--- src/rtl/wrr_fifo_arbiter.sv ---
// Weighted round-robin N:1 arbiter with one FWFT FIFO per input.
// Each grant lasts max(weight,1) pops; PACKET_MODE=1 extends a grant to the
// end of the current packet so packets are never interleaved on the output.

// Per-input FIFO lane: registered storage, first-word-fall-through head.
module wrr_fifo_lane #(
  parameter int DW    = 8,
  parameter int DEPTH = 8
) (
  input  logic                   clk,
  input  logic                   rst_n,
  input  logic                   i_push,
  input  logic [DW-1:0]          i_data,
  input  logic                   i_last,
  input  logic                   i_pop,
  output logic                   o_full,
  output logic [$clog2(DEPTH):0] o_cnt,
  output logic [DW-1:0]          o_data,
  output logic                   o_last
);
  localparam int AW = $clog2(DEPTH);
  localparam int CW = AW + 1;

  logic [DW:0]   r_mem [DEPTH];
  logic [AW-1:0] r_wp;
  logic [AW-1:0] r_rp;
  logic [CW-1:0] r_cnt;

  // Pointers wrap naturally (DEPTH is a power of two); count spans 0..DEPTH.
  always_ff @(posedge clk or negedge rst_n) begin
    if (!rst_n) begin
      r_wp  <= '0;
      r_rp  <= '0;
      r_cnt <= '0;
    end else begin
      if (i_push) r_wp <= r_wp + AW'(1);
      if (i_pop)  r_rp <= r_rp + AW'(1);
      case ({i_push, i_pop})
        2'b10:   r_cnt <= r_cnt + CW'(1);
        2'b01:   r_cnt <= r_cnt - CW'(1);
        default: r_cnt <= r_cnt;
      endcase
    end
  end

  // Storage is not reset; stale words are never visible with a zero count.
  always_ff @(posedge clk) begin
    if (i_push) r_mem[r_wp] <= {i_last, i_data};
  end

  assign o_full             = (r_cnt == CW'(DEPTH));
  assign o_cnt              = r_cnt;
  assign {o_last, o_data}   = r_mem[r_rp];
endmodule

module wrr_fifo_arbiter #(
  parameter int NUM_INPUTS   = 4,
  parameter int DATA_WIDTH   = 8,
  parameter int FIFO_DEPTH   = 8,
  parameter int WEIGHT_WIDTH = 4,
  parameter int PACKET_MODE  = 0
) (
  input  logic                                     clk,
  input  logic                                     rst_n,
  input  logic [NUM_INPUTS-1:0]                    in_valid,
  input  logic [DATA_WIDTH-1:0]                    in_data [NUM_INPUTS],
  input  logic [NUM_INPUTS-1:0]                    in_last,
  output logic [NUM_INPUTS-1:0]                    in_ready,
  input  logic [NUM_INPUTS-1:0][WEIGHT_WIDTH-1:0]  weight,
  output logic                                     out_valid,
  output logic [DATA_WIDTH-1:0]                    out_data,
  output logic                                     out_last,
  output logic [$clog2(NUM_INPUTS)-1:0]            out_src,
  input  logic                                     out_ready
);
  localparam int SW = $clog2(NUM_INPUTS);
  localparam int CW = $clog2(FIFO_DEPTH) + 1;
  localparam logic [SW-1:0] L_LAST_IDX = SW'(NUM_INPUTS - 1);

  typedef enum logic {S_IDLE, S_GRANT} state_t;

  state_t                  r_state;
  logic [SW-1:0]           r_g;
  logic [SW-1:0]           r_p;
  logic [WEIGHT_WIDTH-1:0] r_credit;
  logic                    r_rdy_en;

  logic [NUM_INPUTS-1:0]   w_full, w_nonempty, w_one, w_push, w_pop_lane, w_elig, w_lane_last;
  logic [CW-1:0]           w_cnt       [NUM_INPUTS];
  logic [DATA_WIDTH-1:0]   w_lane_data [NUM_INPUTS];
  logic                    w_grant_vld, w_pop, w_drain, w_credit_end, w_release, w_sel_vld;
  logic [SW-1:0]           w_gnext, w_base, w_sel;
  logic [WEIGHT_WIDTH-1:0] w_credit_dec, w_credit_load;
  int                      w_idx;

  for (genvar i = 0; i < NUM_INPUTS; i++) begin : g_lane
    wrr_fifo_lane #(.DW(DATA_WIDTH), .DEPTH(FIFO_DEPTH)) u_lane (
      .clk    (clk),
      .rst_n  (rst_n),
      .i_push (w_push[i]),
      .i_data (in_data[i]),
      .i_last (in_last[i]),
      .i_pop  (w_pop_lane[i]),
      .o_full (w_full[i]),
      .o_cnt  (w_cnt[i]),
      .o_data (w_lane_data[i]),
      .o_last (w_lane_last[i])
    );
    assign w_nonempty[i] = (w_cnt[i] != '0);
    assign w_one[i]      = (w_cnt[i] == CW'(1));
  end

  // in_ready stays low through reset and opens on the first edge after it.
  always_ff @(posedge clk or negedge rst_n) begin
    if (!rst_n) r_rdy_en <= 1'b0;
    else        r_rdy_en <= 1'b1;
  end

  assign in_ready     = r_rdy_en ? ~w_full : '0;
  assign w_push       = in_valid & in_ready;
  assign w_grant_vld  = (r_state == S_GRANT) && w_nonempty[r_g];
  assign w_pop        = w_grant_vld && out_ready;
  assign w_pop_lane   = w_pop ? (NUM_INPUTS'(1) << r_g) : '0;
  // Granted FIFO goes empty at this edge (a same-cycle push keeps it alive).
  assign w_drain      = w_pop && w_one[r_g] && !w_push[r_g];
  assign w_credit_dec = (r_credit == '0) ? '0 : r_credit - WEIGHT_WIDTH'(1);
  assign w_credit_end = (w_credit_dec == '0) || w_drain;
  assign w_release    = w_pop && w_credit_end && ((PACKET_MODE == 0) || w_lane_last[r_g]);
  // Next-grant candidates: occupancy after this pop, ignoring same-cycle pushes.
  assign w_elig       = w_nonempty & ~(w_pop_lane & w_one);
  assign w_gnext      = (r_g == L_LAST_IDX) ? '0 : r_g + SW'(1);
  assign w_base       = (r_state == S_GRANT) ? w_gnext : r_p;

  // First eligible FIFO scanning w_base, w_base+1, ... mod NUM_INPUTS.
  always_comb begin
    w_sel_vld = 1'b0;
    w_sel     = '0;
    w_idx     = 0;
    for (int k = NUM_INPUTS - 1; k >= 0; k--) begin
      w_idx = int'(w_base) + k;
      if (w_idx >= NUM_INPUTS) w_idx = w_idx - NUM_INPUTS;
      if (w_elig[w_idx]) begin
        w_sel_vld = 1'b1;
        w_sel     = SW'(w_idx);
      end
    end
  end

  assign w_credit_load = (weight[w_sel] == '0) ? WEIGHT_WIDTH'(1) : weight[w_sel];

  // Grant FSM: load from idle, hand over without a bubble on release, burn credit per pop.
  always_ff @(posedge clk or negedge rst_n) begin
    if (!rst_n) begin
      r_state  <= S_IDLE;
      r_g      <= '0;
      r_p      <= '0;
      r_credit <= '0;
    end else begin
      case (r_state)
        S_IDLE: begin
          if (w_sel_vld) begin
            r_state  <= S_GRANT;
            r_g      <= w_sel;
            r_credit <= w_credit_load;
          end
        end
        S_GRANT: begin
          if (w_release) begin
            r_p <= w_gnext;
            if (w_sel_vld) begin
              r_g      <= w_sel;
              r_credit <= w_credit_load;
            end else begin
              r_state  <= S_IDLE;
            end
          end else if (w_pop) begin
            r_credit <= w_credit_dec;
          end
        end
        default: r_state <= S_IDLE;
      endcase
    end
  end

  assign out_valid = w_grant_vld;
  assign out_data  = w_grant_vld ? w_lane_data[r_g] : '0;
  assign out_last  = w_grant_vld & w_lane_last[r_g];
  assign out_src   = r_g;
endmodule

--- config.mk ---
export PLATFORM = sky130hd
export DESIGN_NAME = wrr_fifo_arbiter
export DESIGN_NICKNAME = d
export VERILOG_FILES = /design/src/rtl/wrr_fifo_arbiter.sv
export SDC_FILE = /design/constraint.sdc
export NUM_CORES = 1
export LEC_CHECK = 0
export ABC_AREA = 1
export CORE_MARGIN = 1.5
export CORE_UTILIZATION = 45
export DETAILED_ROUTE_END_ITERATION = 12
export GPL_TIMING_DRIVEN = 0
export SLEW_MARGIN = 20
export SYNTH_ARGS = -nofsm -noshare
export SYNTH_HDL_FRONTEND = slang
export SYNTH_HIERARCHICAL = 1
export SYNTH_SLANG_ARGS = --single-unit
--- constraint.sdc ---
create_clock -name clk -period 3.98 [get_ports clk]
set_clock_uncertainty 0.15 [all_clocks]
set_input_delay 0.597 -clock clk [delete_from_list [all_inputs] [get_ports clk]]
set_output_delay 0.597 -clock clk [all_outputs]
set_load 0.03 [all_outputs]
==> reports/metrics.yaml, run 1 <==
grt:
  grt_pass1_vias: 10100
  grt_pass1_wl_um: 54700
  antenna_found_initial: 1
  overflow: 0
  grt_max_degree: 51
  grt_usage: 0.2013
pwr:
  p_sw_frac: 0.4039
  p_seq_frac: 0.331
  ir_worst_vdd_mv: 0.5634
  pwr-share-clk: 0.234
  intPower_mw: 8.324
  p_sw_mw: 5.640
  power_density_nw_per_um2: 792.7
  combPwrFrac: 0.435
  leakagePower_nw: 6.729
timing:
  drv_slew: 0
  hold_slack_ps: 362.9
  period_share: 0.9494
  max_clock_freq_mhz: 264.6
  hold_viol: 0
  slew_headroom: 0.2925
  setup_viol: 0
  rsz0062_at_grt: "false"
  fin_tns_setup_ps: 0
  period_needed_ps: 3779
  setup_ws_ps: 201.3
  tightestPinTransition_ps: 1057
yosys:
  synthSimpleGateAreaFrac: 0.1589
  synthTopCellsByArea: "edfxtp_1 (57%), dfrtp_1 (8.3%), nand2_1 (6.5%)"
  synthArstFlopShare: 0.1479
  synth_xor_area_frac: 0.01215
  synth_common_cells: "edfxtp_1 (288), nand2_1 (261), nor2_1 (242)"
  syn_inst: 1397
  yosys_warnings: 6
  synth_cell_type_count: 43
  syn_avg_cell_area_um2: 10.84
  synth_top_family_by_area: "simple AND/OR/NAND/NOR gates"
  synth-edff-count: 288
  synth_compound_area_frac: 0.1038
  synth-seq-cells: 338
  synth.most_common_cell: "edfxtp_1"
  synth.area.mux_share: 0
  syn_nets: 1480
  ys.flop_type: "edfxtp_1"
  synthAdderAreaFrac: 0.01983
  synth_top_cell_by_area: "edfxtp_1"
  synth_top_area_frac: 0.5712
  syn_area_um2: 15140
  ys_seq_area_frac: 0.6539
floorplanning:
  start_util: 0.4606
  core_area_um2: 32870
  die_area_um2: 34750
  io_pins: 75
  die_w_um: 186.4
  rows: 66
  die_y_um: 186.4
drt:
  dr_total_vias: 10390
  first_pass_iters: 5
  drt-wirelength-per-cell_um: 17.67
  drc_errors: 0
  routed_wl_um: 34960
  drt_iter0_markers: 754
  ant_nets: 0
  via_per_inst: 5.250
placement:
  gp_congestion: 0.8520
  dp_hpwl_um: 23650
  pre_cts_ws_ps: 178.7
  port_buffers: 74
clock_tree:
  h-tree-depth: 2
  cts_setup_buffers: 0
  cts-root-buf: "clkbuf_16"
  cts_sinks: 338
  clk_pin_slew_ps: 60
  cts_buffers: 38
  cts_max_path_buffers: 3
  cts_tree: "done"
  insertion_delay_ps: 530
run_status:
  status: "complete, no violations"
setup_path:
  r2r-end: "r_credit[0]"
  regToRegSetupSlack_ps: 490
  setup.worst_path.start_class: "flip-flop"
  startpoint: "g_lane[0].u_lane/r_rp[0]"
  path_max_fanout: 10
  arrival_ps: 3030
  criticalPathCategory: "flip-flop to output port"
  critPathCapture: "out_data[4]"
  reg2regPathDepth: 20
  critPathRequiredTime_ps: 3230
  end_kind: "output port"
  rr_startpoint: "out_src[0]"
cells_and_area:
  layout-drive-gt1-share: 0.08588
  antennaDiodeCount: 0
  syn2layout_area_growth_pct: 16.35
  nNetsFinal: 1594
worst_hold_path:
  min_path_type: "flip-flop to flip-flop"
flow_run:
  maxCapViolations: 0
layout make-up:
class	count	area, um2
flip-flops and latches	338	9899
inverters	84	355.3
repair buffers	75	765.7
multi-input cells	924	4466
plain buffers	50	415.4
fillers	2898	15250
clock buffers	50	1027
clock inverters	16	132.6
well taps	442	553.0
cell usage in the layout (no fill, tap or decap), drive strengths merged, types with 50 or more instances in the layout:
| master | n |
|---|---|
| o22ai | 72 |
| edfxtp | 288 |
| clkbuf | 58 |
| clkdlybuf4s50 | 66 |
| nand3 | 51 |
| nand2 | 269 |
| dfrtp | 50 |
| inv | 76 |
| nor2 | 245 |
| o21ai | 190 |
power by group through the flow:
| stage | Combinational [mW] | Sequential (mW) | Clock [mW] |
|---|---|---|---|
| floorplan | 4.27 | 4.63 | 0 |
| global placement | 5.98 | 4.68 | 0 |
| detailed placement | 6.06 | 4.69 | 0 |
| CTS | 6.08 | 4.62 | 3.35 |
| global route | 6.75 | 4.69 | 3.49 |
| finish | 6.07 | 4.62 | 3.27 |
flip-flops by register name, summed over array words and instances, names as in the netlist:
signal               flops
g_lane.u_lane/r_rp      12
r_p                      2
g_lane.u_lane/r_wp      12
g_lane.u_lane/r_mem    288
out_src                  2
r_credit                 4
r_rdy_en                 1
g_lane.u_lane/o_cnt     16
r_state                  1
cell families after synthesis:
| kind of cell | count (synthesis) |
|---|---|
| AOI/OAI and AO/OA | 292 |
| xor gates and xnor gates | 21 |
| adders and majority gates | 24 |
| buffers and inverters | 135 |
| DFF | 338 |
| other | 1 |
| and+or+nand+nor | 586 |
stage by stage:
step / area, um2 / power, mW / util / cells
global route: 17610 / 14.93 / 0.5359 / 1979
detailed placement: 16430 / 10.75 / 0.4999 / 1913
CTS: 17600 / 14.05 / 0.5354 / 1979
global placement: 16430 / 10.67 / 0.5000 / 1913
floorplan: 15140 / 8.892 / - / 1397
finish: 17610 / 13.96 / 0.5359 / 1979
routing by layer:
metal / GRT usage / wire, um / vias up
li1: - / - / 5111
met1: 0.2631 / 15440 / 4956
met4: 0.07098 / 946 / 2
met5: 0 / 13 / -
met3: 0.03780 / 1666 / 66
met2: 0.3364 / 16900 / 255
what timing repair did:
item / 4_1_cts / 5_1_grt
hold endpoints to repair: 43 / 0
resized for setup: 0 / 7
hold buffers: 1 / 0
endpoints found under the setup margin: 7 / 7
worst min path at each step:
stage / from / end / slack [ps] / cells after the start
2_1_floorplan: rst_n / g_lane[0].u_lane/o_cnt[0] / 150 / 0
3_3_place_gp: r_p[1] / r_p[1] / 320 / 2
3_5_place_dp: r_p[0] / r_p[0] / 350 / 2
4_1_cts: r_p[0] / r_p[0] / 370 / 2
5_1_grt: r_p[0] / r_p[0] / 390 / 2
6_report: r_p[0] / r_p[0] / 360 / 2
worst max-delay path: stages (launching register included):
cell and delay (ps):
dfrtp_1 400, buf_6 160, inv_6 90, buf_6 150
nor2_1 50, o22ai_1 260, nand2_1 100, nand2_1 90
nor2_1 50, nor2_1 80, o21ai_0 140, a21oi_1 180
clkdlybuf4s50_1 760
Power figures use the tool's default switching activity.
==> run 2, diff against run 1 <==
--- a/config.mk
+++ b/config.mk
@@ -6,6 +6,7 @@
 export NUM_CORES = 1
 export LEC_CHECK = 0
 export ABC_AREA = 1
+export CORE_ASPECT_RATIO = 1.75
 export CORE_MARGIN = 1.5
 export CORE_UTILIZATION = 45
 export DETAILED_ROUTE_END_ITERATION = 12
==> run 2 against run 1 <==
Effect of this change:
- fmax rose by 2.6%
- setup slack better by 97 ps
- first-iteration DRC count down 28%
- core utilization is 0.83 points lower
- via count is 1.0% lower
- global-route usage rose by 1.0 points
- clock power fell by 11%
- final cell count fell by 2.4%
- total power decreased by 1.9%
- combinational power increased by 1%
- cell area down 1.1%
- wire length rose by 3.6%
- critical path type unchanged
- largest power group unchanged
- highest routed layer is now met4
==> reports/metrics.yaml, run 2 (synthesis results as in run 1) <==
drt:
  via_per_inst: 5.321  # was 5.250
  drt-wirelength-per-cell_um: 18.75  # was 17.67 um
  drc_errors: 0  # unchanged
  drt_iter0_markers: 543  # was 754
  routed_wl_um: 36230  # was 34,960 um
  dr_total_vias: 10280  # was 10,390
  first_pass_iters: 5  # unchanged
  ant_nets: 0  # unchanged
grt:
  grt_usage: 0.2117  # was 0.2013
  antenna_found_initial: 0  # was 1
  grt_pass1_vias: 10480  # was 10,100
  overflow: 0  # unchanged
  grt_max_degree: 48  # was 51
  grt_pass1_wl_um: 56140  # was 54,700 um
clock_tree:
  cts_tree: "done"  # unchanged
  clk_pin_slew_ps: 70  # was 60 ps
  cts_setup_buffers: 0  # unchanged
  h-tree-depth: 1  # was 2
  cts_max_path_buffers: 3  # unchanged
  insertion_delay_ps: 570  # was 530 ps
  cts-root-buf: "clkbuf_16"  # unchanged
  cts_buffers: 30  # was 38
  cts_sinks: 338  # unchanged
timing:
  rsz0062_at_grt: "false"  # unchanged
  setup_viol: 0  # unchanged
  hold_viol: 0  # unchanged
  fin_tns_setup_ps: 0  # unchanged
  period_needed_ps: 3682  # was 3779 ps
  max_clock_freq_mhz: 271.6  # was 264.6 MHz
  period_share: 0.9250  # was 0.9494
  hold_slack_ps: 218.2  # was 362.9 ps
  drv_slew: 0  # unchanged
  slew_headroom: 0.2970  # was 0.2925
  tightestPinTransition_ps: 1051  # was 1057 ps
cells_and_area:
  final_common_cell: "edfxtp_1"  # unchanged
  final_cell_mix: "edfxtp_1 (288), nand2_1 (261), nor2_1 (242)"  # unchanged
  nNetsFinal: 1588  # was 1,594
  antennaDiodeCount: 0  # unchanged
  top_register: "g_lane.u_lane/r_mem"  # unchanged
  multi_input_area_um2: 4466  # unchanged
  largest_reg_flops: 288  # unchanged
  nFillCells: 2930  # was 2,898
  syn2layout_area_growth_pct: 15.12  # was 16.35%
  layout-drive-gt1-share: 0.08317  # was 0.08588
  seq_area_um2: 9899  # unchanged
setup_path:
  end_kind: "output port"  # unchanged
  setup.worst_path.start_class: "flip-flop"  # unchanged
  arrival_ps: 2930  # was 3030 ps
  criticalPathCategory: "flip-flop to output port"  # unchanged
  critPathRequiredTime_ps: 3230  # about the same
  path_max_fanout: 10  # unchanged
placement:
  gp_congestion: 0.8708  # was 0.8520
  dp_hpwl_um: 26270  # was 23,650 um
  port_buffers: 74  # unchanged
floorplanning:
  rows: 88  # was 66
  die_w_um: 141.7  # was 186.4 um
  core_area_um2: 33030  # was 32,870 um2
  io_pins: 75  # unchanged
  start_util: 0.4583  # was 0.4606
  die_y_um: 245.6  # was 186.4 um
  die_area_um2: 34800  # was 34,750 um2
worst_hold_path:
  min_path_type: "input port to asynchronous set/reset pin"  # was flip-flop to flip-flop
pwr:
  power_density_nw_per_um2: 786.1  # was 792.7 nW/um2
  leakagePower_nw: 6.674  # was 6.729 nW
  ir_worst_vdd_mv: 0.5332  # was 0.5634 mV
flow_run:
  maxCapViolations: 0  # unchanged
run_status:
  status: "complete, no violations"  # unchanged
==> run 2: cell types whose count changed in the layout (fill, tap and decap cells not counted), sizes merged <==
| cell | before | now |
|---|---|---|
| clkinvlp | 0 | 1 |
| bufinv | 2 | 4 |
| inv | 76 | 77 |
| dlygate4sd2 | 0 | 1 |
| buf | 43 | 44 |
| clkdlybuf4s50 | 66 | 64 |
| clkbuf | 58 | 43 |
| dlymetal6s2s | 7 | 8 |
==> run 2: through the flow <==
stage | instances | setup slack (ps) | instance area, um2 | util | power [mW]
final | 1932 | 298.5 | 17430 | 0.5276 | 13.70
after global routing | 1932 | 119.2 | 17430 | 0.5276 | 14.59
after CTS | 1932 | 24.67 | 17410 | 0.5270 | 13.81
after detailed placement | 1877 | 188.2 | 16410 | 0.4969 | 10.87
after global placement | 1876 | 245.1 | 16390 | 0.4961 | 10.78
after floorplan | 1397 | 986.7 | 15140 | - | 8.892
==> run 2: path summary, 6_finish.rpt <==
path	startpoint	to	slack, ps	cells past startpoint
max	g_lane[2].u_lane/r_rp[1]	out_data[3]	300	12
min	rst_n	r_credit[3]	220	2
max reg2reg	out_src[0]	r_credit[0]	500	20
min reg2reg	r_p[1]	r_p[1]	350	2
max in group asynchronous	rst_n	g_lane[2].u_lane/o_cnt[3]	3010	3
min in group clk	r_p[1]	r_p[1]	350	2
==> run 2: area by class of cell <==
type / instances / area share
clock inverters: 20 / 0.01134
flip-flops and latches: 338 / 0.5680
clock buffers: 34 / 0.04516
inverters: 84 / 0.02039
multi-input cells: 924 / 0.2562
repair buffers: 76 / 0.04559
well taps: 405 / 0.02908
plain buffers: 51 / 0.02419
==> run 2: power breakdown <==
group          switching, mW  internal (mW)
clock network           1.25           1.67
registers              0.329           4.30
logic                   4.08           2.07
total                   5.65           8.05
==> run 2: repair_timing <==
action / in CTS / in global routing
endpoints found under the setup margin: 9 / 8
hold buffers: 1 / 0
pin swaps: 0 / 0
hold endpoints to repair: 50 / 0
resized for setup: 2 / 10
==> run 2: worst max-delay path, cell delays in order (launching register included) <==
cell and delay (ps):
dfrtp_1 400, buf_6 150, clkinv_4 90, buf_2 250, o21ai_1 110, o22ai_1 180, nand2_1 80, nand2_1 160
nor2_1 70, nor2_1 80, o21ai_0 80, a21oi_1 280, dlygate4sd2_1 440
==> run 2: layer usage <==
| metal | track usage | vias up | wire [um] |
|---|---|---|---|
| met4 | 0.09763 | 0 | 1527 |
| met5 | 0 | - | 0 |
| li1 | - | 5082 | - |
| met1 | 0.2288 | 4868 | 13540 |
| met3 | 0.02123 | 81 | 1361 |
| met2 | 0.4079 | 250 | 19800 |
==> run 3, diff against run 2 <==
--- a/config.mk
+++ b/config.mk
@@ -5,7 +5,7 @@
 export SDC_FILE = /design/constraint.sdc
 export NUM_CORES = 1
 export LEC_CHECK = 0
-export ABC_AREA = 1
+export ABC_AREA = 0
 export CORE_ASPECT_RATIO = 1.75
 export CORE_MARGIN = 1.5
 export CORE_UTILIZATION = 45
==> run 3 against run 2 <==
Effect of this change:
- non-clock buffer count fell by 13
- wire length decreased by 17%
- sequential share of layout area is 0.35 points higher
- cell area decreased by 0.62%
- clock power about the same
- largest power group unchanged
==> reports/metrics.yaml, run 3 <==
pwr:
  p_sw_mw: 4.219  # was 5.654 mW
  p_sw_frac: 0.3319  # was 0.4127
  ir_worst_vdd_mv: 0.4417  # was 0.5332 mV
  combPwrFrac: 0.398  # was 0.449
  power_density_nw_per_um2: 733.8  # was 786.1 nW/um2
  leakagePower_nw: 6.064  # was 6.674 nW
  pwr-share-clk: 0.227  # was 0.213
  p_seq_frac: 0.374  # was 0.338
  intPower_mw: 8.491  # was 8.047 mW
cells_and_area:
  nFillCells: 2670  # was 2,930
  layout-drive-gt1-share: 0.2260  # was 0.08317
  final_common_cell: "edfxtp_1"  # unchanged
  syn2layout_area_growth_pct: 15.94  # was 15.12%
  antennaDiodeCount: 0  # unchanged
  top_register: "g_lane.u_lane/r_mem"  # unchanged
  nNetsFinal: 992  # was 1,588
  multi_input_area_um2: 4822  # was 4466 um2
  seq_area_um2: 9899  # unchanged
  largest_reg_flops: 288  # unchanged
  fin_cells: 1334  # was 1,932
  final_cell_mix: "edfxtp_1 (288), clkdlybuf4s50_1 (64), dfrtp_1 (50)"  # was edfxtp_1 (288), nand2_1 (261), nor2_1 (242)
clock_tree:
  cts_tree: "done"  # unchanged
  h-tree-depth: 1  # unchanged
  cts_sinks: 338  # unchanged
  cts_buffers: 31  # was 30
  cts-root-buf: "clkbuf_16"  # unchanged
  cts_max_path_buffers: 3  # unchanged
  clk_pin_slew_ps: 60  # was 70 ps
  insertion_delay_ps: 580  # was 570 ps
yosys:
  synthTopCellsByArea: "edfxtp_1 (58%), dfrtp_1 (8.4%), mux4_2 (6.8%)"  # was edfxtp_1 (57%), dfrtp_1 (8.3%), nand2_1 (6.5%)
  synth.most_common_cell: "edfxtp_1"  # unchanged
  synth_top_area_frac: 0.5789  # was 0.5712
  synth-edff-count: 288  # unchanged
  syn_avg_cell_area_um2: 18.91  # was 10.84 um2
  synth_top_cell_by_area: "edfxtp_1"  # unchanged
  synthArstFlopShare: 0.1479  # unchanged
  ys.flop_type: "edfxtp_1"  # unchanged
  ys_seq_area_frac: 0.6626  # was 0.6539
  syn_nets: 873  # was 1,480
  syn_inst: 790  # was 1,397
  syn_area_um2: 14940  # was 15,140 um2
  synth_common_cells: "edfxtp_1 (288), dfrtp_1 (50), mux4_2 (45)"  # was edfxtp_1 (288), nand2_1 (261), nor2_1 (242)
  synth_cell_type_count: 66  # was 43
  yosys_warnings: 6  # unchanged
  synth-seq-cells: 338  # unchanged
setup_path:
  path_max_fanout: 10  # unchanged
  critPathRequiredTime_ps: 3230  # about the same
  critPathMaxStageDelay_ps: 510  # was 440 ps
  arrival_ps: 3150  # was 2930 ps
  criticalPathCategory: "flip-flop to output port"  # unchanged
  end_kind: "output port"  # unchanged
  setup.worst_path.start_class: "flip-flop"  # unchanged
  crit_chain: "buf_8 -> buf_12 -> mux4_2 -> mux2_4 -> mux4_2 -> and2_1 -> dlygate4sd2_1"  # was buf_6 -> clkinv_4 -> buf_2 -> o21ai_1 -> o22ai_1 -> nand2_1 -> nand2_1 -> nor2_1 -> nor2_1 -> o21ai_0 -> a21oi_1 -> dlygate4sd2_1
  cp_common_cell: "mux4_2"
  critPathSlowestCell: "mux4_2"  # was dlygate4sd2_1
placement:
  pre_cts_ws_ps: 258.5  # was 188.2 ps
  gp_congestion: 0.8082  # was 0.8708
  port_buffers: 74  # unchanged
  dp.cells: 1276  # was 1,877
  dp_hpwl_um: 21170  # was 26,270 um
timing:
  slew_headroom: 0.2644  # was 0.2970
  hold_slack_ps: 332.6  # was 218.2 ps
  period_share: 0.9802  # was 0.9250
  hold_viol: 0  # unchanged
  rsz0062_at_grt: "false"  # unchanged
  setup_viol: 0  # unchanged
  fin_tns_setup_ps: 0  # unchanged
  setup_ws_ps: 78.72  # was 298.5 ps
  period_needed_ps: 3901  # was 3682 ps
  tightestPinTransition_ps: 1099  # was 1051 ps
  drv_slew: 0  # unchanged
  max_clock_freq_mhz: 256.3  # was 271.6 MHz
floorplanning:
  start_util: 0.4553  # was 0.4583
  die_w_um: 140.7  # was 141.7 um
  die_y_um: 244.0  # was 245.6 um
  rows: 88  # unchanged
  core_area_um2: 32810  # was 33,030 um2
  die_area_um2: 34340  # was 34,800 um2
  io_pins: 75  # unchanged
drt:
  first_pass_iters: 5  # unchanged
  ant_nets: 0  # unchanged
  dr_total_vias: 7444  # was 10,280
  drc_errors: 0  # unchanged
  via_per_inst: 5.580  # was 5.321
  drt-wirelength-per-cell_um: 22.40  # was 18.75 um
  drt_iter0_markers: 384  # was 543
  routed_wl_um: 29890  # was 36,230 um
run_status:
  status: "complete, no violations"  # unchanged
grt:
  overflow: 0  # unchanged
  antenna_found_initial: 0  # unchanged
  grt_usage: 0.1791  # was 0.2117
  grt_pass1_wl_um: 45720  # was 56,140 um
  grt_pass1_vias: 7803  # was 10,480
  grt_max_degree: 51  # was 48
worst_hold_path:
  min_path_type: "flip-flop to flip-flop"  # was input port to asynchronous set/reset pin
flow_run:
  maxCapViolations: 0  # unchanged
-- run 3: power by group through the flow --
stage	Clock, mW	Combinational (mW)	Sequential (mW)
floorplan	0	3.78	4.72
global placement	0	5.15	4.79
detailed placement	0	5.22	4.83
CTS	2.96	5.16	4.76
global route	3.09	5.45	4.82
finish	2.89	5.06	4.76
-- run 3: kinds of logic after synthesis --
kind of cell | share of synthesized area
xor gates and xnor gates | 0.02111
other | 0.0002510
buffers and inverters | 0.01884
muxes | 0.1839
and+or+nand+nor | 0.05837
DFF | 0.6626
AOI/OAI and AO/OA | 0.03476
adders and majority gates | 0.02010
-- run 3: layout make-up --
class | instances | area share
Inverter | 12 | 0.002601
Clock buffer | 39 | 0.04652
Clock inverter | 14 | 0.009535
Timing Repair Buffer | 86 | 0.04753
Multi-Input combinational cell | 412 | 0.2784
Sequential cell | 338 | 0.5716
Tap cell | 405 | 0.02926
Buffer | 28 | 0.01459
-- run 3: routing by layer --
metal	global-route usage	vias up	share of wire	wire length (um)
li1	-	3425	-	-
met1	0.1893	3841	0.36	10630
met2	0.3505	128	0.57	17100
met3	0.02839	50	0.039	1170
met4	0.06710	0	0.033	992
met5	0	-	0	0
-- run 3: worst paths after layout --
check	from	to	slack [ps]	depth (start not counted)
worst max-delay path	g_lane[0].u_lane/r_rp[0]	out_data[4]	80	7
worst min register to register	g_lane[3].u_lane/o_cnt[3]	g_lane[3].u_lane/o_cnt[3]	330	1
worst min-delay path	g_lane[3].u_lane/o_cnt[3]	g_lane[3].u_lane/o_cnt[3]	330	1
min in group asynchronous	rst_n	g_lane[0].u_lane/o_cnt[1]	470	2
max in group asynchronous	rst_n	g_lane[1].u_lane/r_wp[0]	2740	2
worst max register to register	g_lane[3].u_lane/o_cnt[0]	r_credit[0]	450	9
-- run 3: critical path: cells and delay by family, from the launching register on --
| kind | cells | cell delay [ps] |
|---|---|---|
| flops | 1 | 390 |
| buf+inv | 3 | 700 |
| simple gates | 1 | 170 |
| mux | 3 | 1320 |
-- run 3: stage by stage --
step	utilization	instance area (um2)	total power, mW
after floorplan	-	14940	8.500
after global placement	0.4933	16190	9.944
after detailed placement	0.4965	16290	10.05
after CTS	0.5265	17270	12.88
after global routing	0.5279	17320	13.37
final	0.5279	17320	12.71
-- run 3: what timing repair did --
item,CTS,global route
hold endpoints to repair,50,0
hold buffers,1,0
resized for setup,15,1
setup buffers,0,4
endpoints found under the setup margin,10,2
pin swaps,0,2
